[config.mk]
export PLATFORM = sky130hd
export DESIGN_NAME = imm_enc
export DESIGN_NICKNAME = d
export VERILOG_FILES = /design/src/rtl/imm_enc.sv
export SDC_FILE = /design/constraint.sdc
export NUM_CORES = 1
export LEC_CHECK = 0
export BUFFER_PORTS_ARGS = -buffer_cell sky130_fd_sc_hd__buf_2
export CAP_MARGIN = 20
export CELL_PAD_IN_SITES_DETAIL_PLACEMENT = 2
export CELL_PAD_IN_SITES_GLOBAL_PLACEMENT = 2
export CORE_MARGIN = 2
export CORE_UTILIZATION = 35
export DETAILED_ROUTE_END_ITERATION = 16
export PLACE_DENSITY_LB_ADDON = 0.1
export REMOVE_ABC_BUFFERS = 1
export SYNTH_ARGS = -nofsm -noshare
export SYNTH_HDL_FRONTEND = slang
export SYNTH_SLANG_ARGS = --single-unit
export TNS_END_PERCENT = 30
[constraint.sdc]
create_clock -name clk -period 2.2 [get_ports clk]
set_input_delay 0.11 -clock clk [delete_from_list [all_inputs] [get_ports clk]]
set_output_delay 0.11 -clock clk [all_outputs]
set_load 0.05 [all_outputs]
[src/rtl/imm_enc.sv]
// imm_enc: inverse of the immediate extender. Takes a 32-bit constant or branch byte
// offset and emits the 16-bit imm + EOp beat(s) that the extender maps back to it.
// Constants that fit one EOp are sent as one beat. Anything else is split into two
// beats: hi-16 (EOp=10) followed by zero-ext lo-16 (EOp=01), which together act as lui/ori.
//
// Ports:
//   clk        in   1   clock, rising edge
//   reset      in   1   asynchronous active-low reset
//   in_valid   in   1   request valid (value/is_branch)
//   in_ready   out  1   encoder idle, can accept a request
//   value      in   32  constant or branch byte offset
//   is_branch  in   1   encode as branch offset (EOp=11 only)
//   out_valid  out  1   imm/EOp/last/err valid
//   out_ready  in   1   consumer accepts current beat
//   imm        out  16  immediate field
//   EOp        out  2   00 sign-ext, 01 zero-ext, 10 hi-16, 11 sign-ext<<2
//   last       out  1   final beat of the request
//   err        out  1   branch offset not encodable
//   cnt_split  out  16  (IMM_ENC_CNT_EN only) saturating count of two-beat splits
//
// Optional feature macro: IMM_ENC_CNT_EN adds the cnt_split port and its counter.
module imm_enc (
  input  logic        clk,
  input  logic        reset,
  input  logic        in_valid,
  output logic        in_ready,
  input  logic [31:0] value,
  input  logic        is_branch,
  output logic        out_valid,
  input  logic        out_ready,
  output logic [15:0] imm,
  output logic [1:0]  EOp,
  output logic        last,
  output logic        err
`ifdef IMM_ENC_CNT_EN
  ,
  output logic [15:0] cnt_split
`endif
);

  typedef enum logic [1:0] {StIdle, StEval, StEmit1, StEmit2} state_e;

  state_e      state_q;
  logic [31:0] value_q;
  logic        br_q;

  // Encoding of the latched request, consumed in the EVAL cycle.
  logic [15:0] enc_imm;
  logic [1:0]  enc_eop;
  logic        enc_err;
  logic        enc_split;

  assign in_ready = (state_q == StIdle);

  always_comb begin
    enc_imm   = 16'h0000;
    enc_eop   = 2'b00;
    enc_err   = 1'b0;
    enc_split = 1'b0;
    if (br_q) begin
      enc_eop = 2'b11;
      // Word-aligned and within the 18-bit signed range reachable by imm<<2.
      if (value_q[1:0] == 2'b00 && value_q[31:17] == {15{value_q[17]}}) begin
        enc_imm = value_q[17:2];
      end else begin
        enc_err = 1'b1;
      end
    end else if (value_q[31:15] == {17{value_q[15]}}) begin
      enc_imm = value_q[15:0];
      enc_eop = 2'b00;
    end else if (value_q[31:16] == 16'h0000) begin
      enc_imm = value_q[15:0];
      enc_eop = 2'b01;
    end else if (value_q[15:0] == 16'h0000) begin
      enc_imm = value_q[31:16];
      enc_eop = 2'b10;
    end else begin
      // First beat of the split; the low half follows from value_q in EMIT2.
      enc_imm   = value_q[31:16];
      enc_eop   = 2'b10;
      enc_split = 1'b1;
    end
  end

  always_ff @(posedge clk or negedge reset) begin
    if (!reset) begin
      state_q   <= StIdle;
      value_q   <= 32'h0;
      br_q      <= 1'b0;
      out_valid <= 1'b0;
      imm       <= 16'h0000;
      EOp       <= 2'b00;
      last      <= 1'b0;
      err       <= 1'b0;
    end else begin
      unique case (state_q)
        StIdle: begin
          if (in_valid) begin
            value_q <= value;
            br_q    <= is_branch;
            state_q <= StEval;
          end
        end
        StEval: begin
          out_valid <= 1'b1;
          imm       <= enc_imm;
          EOp       <= enc_eop;
          last      <= !enc_split;
          err       <= enc_err;
          state_q   <= StEmit1;
        end
        StEmit1: begin
          if (out_ready) begin
            if (last) begin
              out_valid <= 1'b0;
              state_q   <= StIdle;
            end else begin
              imm     <= value_q[15:0];
              EOp     <= 2'b01;
              last    <= 1'b1;
              state_q <= StEmit2;
            end
          end
        end
        StEmit2: begin
          if (out_ready) begin
            out_valid <= 1'b0;
            state_q   <= StIdle;
          end
        end
        default: state_q <= StIdle;
      endcase
    end
  end

`ifdef IMM_ENC_CNT_EN
  always_ff @(posedge clk or negedge reset) begin
    if (!reset) begin
      cnt_split <= 16'h0000;
    end else if (state_q == StEval && enc_split && cnt_split != 16'hFFFF) begin
      cnt_split <= cnt_split + 16'h0001;
    end
  end
`endif

endmodule

==> results by group <==
Clocking
  • CTS H-tree depth: 2
  • Skew-Pair Late Insertion Delay: 0.31 ns
  • Cts bufs inserted: 5
  • Clk root buf: clkbuf_8
  • Clk buf depth: 2
  • CTS clk-pin slew, worst paths: roughly 0.1 ns
  • CTS tree: yes
  • Clock Sinks: 56

Worst hold path
  • Min-Delay Path Class: input pin to register
  • Hold depth: 3
  • Worst hold path startpoint: value[15]
  • Endpoint, Worst Hold: value_q[15]$_DFFE_PN0P_

Critical path
  • Worst reg2reg startpoint: value_q[20]$_DFFE_PN0P_
  • Critical Path Fanout Max: 21
  • R2R setup slack: roughly 0.11 ns
  • Worst setup EP type: register
  • CP Class: register to register
  • Worst EP required: approximately 2.4 ns
  • Worst reg-to-reg path cell count: 6
  • Critical path startpoint category: register
  • Reg2reg end: imm[4]$_DFFE_PN0P_
  • Worst path arrival time: 2.30 ns

Yosys
  • Synth Area in XOR/XNOR: 0
  • Sequential cell area fraction in the yosys report: 0.436
  • Post-Synth Simple-Gate Area: 0.176
  • Synth unique cells: 46
  • Post-synthesis instance area: 3210 µm²
  • FF+latch count, synth: 56
  • Most frequent cell after synthesis: dfrtp_1
  • Post-synth top area share: 0.436
  • Post-synthesis adder-cell area fraction: 0.0436
  • Post-synth EDFFs: 0
  • Top_reg_cell synth: dfrtp_1
  • Avg Cell Area, Syn: 9.73 µm²
  • Top cells by count, synth: 56 x dfrtp_1, 44 x nand2_1, 27 x o21ai_0
  • Largest cells by area after synthesis: dfrtp_1 44%, mux2_2 9.1%, nand2_1 5.1%
  • Largest family of logic cells by synthesized area: compound AO/OA/AOI/OAI gates
  • Post-synth ARST share: 1.00
  • Dominant cell type by area after synthesis: dfrtp_1
  • Yosys warning count: 0
  • Compound-Gate Fraction of Synth Area: 0.198
  • Mapped Cells: 330
  • Post-synthesis mux area share: 0.0943

Timing
  • Final Hold Fails: 0
  • Worst Clk Skew: 0.00944 ns
  • Slew Limit Fails: 0
  • Setup violations, final: 0
  • Crit path time final: about 2.1 ns
  • Worst-Margin Slew: 0.841 ns
  • Period utilization: 0.948
  • Max_slew headroom: 0.439
  • PnR worst setup slack: 0.114 ns
  • FMAX: 0.479 GHz
  • RSZ-0062 raised after global routing: no

Drt
  • DRT Pass-1 Iters: 4
  • Routed vias/inst: 5.84
  • DRC errors left: 0
  • Starting DRT DRC Count: 130
  • Post-DRT Antenna Nets: 0
  • WL per Instance: about 22 µm
  • Final wirelength: 10.9 mm
  • Via Count: 2951

Run
  • Max-capacitance violation count: 0

Place
  • Dpl hpwl: slightly below 8 mm
  • Post-Place Setup Slack: 0.0872 ns
  • I/O Buffers: a little under 60
  • GPL Wtd Cong: 0.846

Cells and area
  • N_diodes: 0
  • Register area: 1400 µm²
  • Nets: 434
  • Multi-input logic area: 1660 µm²
  • Area grow syn2layout: 19.9%
  • Final core occ: 0.437
  • Fillers: 991
  • Share of cells above drive strength 1: 0.322

Floorplanning
  • Initial Util: 0.365
  • Die Y: 99.8 µm
  • I/O pin total: between 50 and 60
  • Row Count: 34
  • Die area: about 10000 µm²
  • Die Width: 99.8 µm
  • Core ar.: 8810 µm²

Global routing
  • GRT Util Overall: 0.229
  • Initial antenna violation count: 0
  • First-pass GRT wire length: 17.7 mm
  • Gr ovfl total: 0
  • Vias in the first global route: approximately 3200
  • Pin count of the biggest net entering global routing: 36

Power
  • Power Density: approximately 1700 nW/µm²
  • Final Total Pwr: 0.00640 W
  • Peak VDD IR: 0.000504 V
  • Leak: between 1.5 and 2 nW

Outcome
  • Status: complete, no violations
[per-layer routing]
| metal | routed length, µm | global-route usage | vias to the layer above |
|---|---|---|---|
| li1 | - | - | 1352 |
| met2 | 5240 | 0.382 | 64 |
| met3 | 401 | 0.0327 | 11 |
| met4 | 151 | 0.0495 | 0 |
| met5 | 0 | 0 | - |
| met1 | 5140 | 0.317 | 1524 |
[logic make-up after synthesis]
kind of cell               count (synthesis)
buffers and inverters                     36
and+or+nand+nor                          104
muxes                                     27
adders and majority gates                 14
AOI/OAI and AO/OA                         93
DFF                                       56
[critical path, cell delays in order, from the launching register on]
cell and delay, ns:
dfrtp_1 0.46, nor4_1 0.36, nand4_2 0.29, o22ai_4 0.25, buf_12 0.18, and4b_1 0.21, a211o_1 0.23
[layout by cell type (no fill, tap or decap), types with 4 or more instances in the layout]
cell type	n
buf_2	58
dfrtp_1	56
nand2_1	44
o21ai_0	27
mux2_2	26
buf_4	24
nor2_1	14
maj3_1	14
a21oi_1	12
a31oi_1	10
a21o_1	10
inv_1	9
and4_1	9
and4b_1	9
a211o_1	9
clkbuf_8	7
nand3_1	6
nor4_1	4
o211ai_1	4
[timing repair]
action,CTS,global route
hold endpoints to repair,34,0
resized for setup,0,2
hold buffers,3,0
buffers inserted,0,1
setup endpoints to repair,0,10
[stage by stage]
step	hold slack [ns]	area, µm²	setup TNS [ns]	cells
after CTS	0.000938	3830	0	504
after floorplan	-0.186	3080	-28.84	304
after detailed placement	0.266	3700	0	494
after global routing	0.0119	3850	0	505
after global placement	0.249	3700	0	494
final	0.00853	3850	0	505
[registers in the layout, indices dropped and copies added (netlist names)]
name,flops
EOp,2
br_q,1
err,1
imm,16
last,1
out_valid,1
state_q,2
value_q,32
[worst max path at each step]
| stage | start | to | slack, ns | cells past startpoint |
|---|---|---|---|---|
| 2_1_floorplan | state_q[1]$_DFFE_PN0P_ | value_q[10]$_DFFE_PN0P_ | -0.91 | 4 |
| 3_3_place_gp | value_q[17]$_DFFE_PN0P_ | imm[8]$_DFFE_PN0P_ | 0.12 | 6 |
| 3_5_place_dp | value_q[24]$_DFFE_PN0P_ | imm[4]$_DFFE_PN0P_ | 0.09 | 6 |
| 4_1_cts | value_q[25]$_DFFE_PN0P_ | imm[4]$_DFFE_PN0P_ | 0.06 | 6 |
| 5_1_grt | value_q[20]$_DFFE_PN0P_ | imm[9]$_DFFE_PN0P_ | 0.03 | 6 |
| 6_report | value_q[20]$_DFFE_PN0P_ | imm[4]$_DFFE_PN0P_ | 0.11 | 6 |
[power breakdown]
group | internal, W | total, W | switching, W
Combinational | 0.00135 | 0.00356 | 0.00221
Sequential | 0.00155 | 0.00221 | 0.000661
Clock | 0.000282 | 0.000628 | 0.000347
Total | 0.00318 | 0.00640 | 0.00322
[area by class of cell]
cell class | instances | area share
Clock buffer | 7 | 0.0250
Inverter | 10 | 0.00975
Multi-Input combinational cell | 238 | 0.431
Sequential cell | 56 | 0.364
Tap cell | 108 | 0.0351
Timing Repair Buffer | 86 | 0.135
Note: power is estimated with default switching activity, not from simulation.
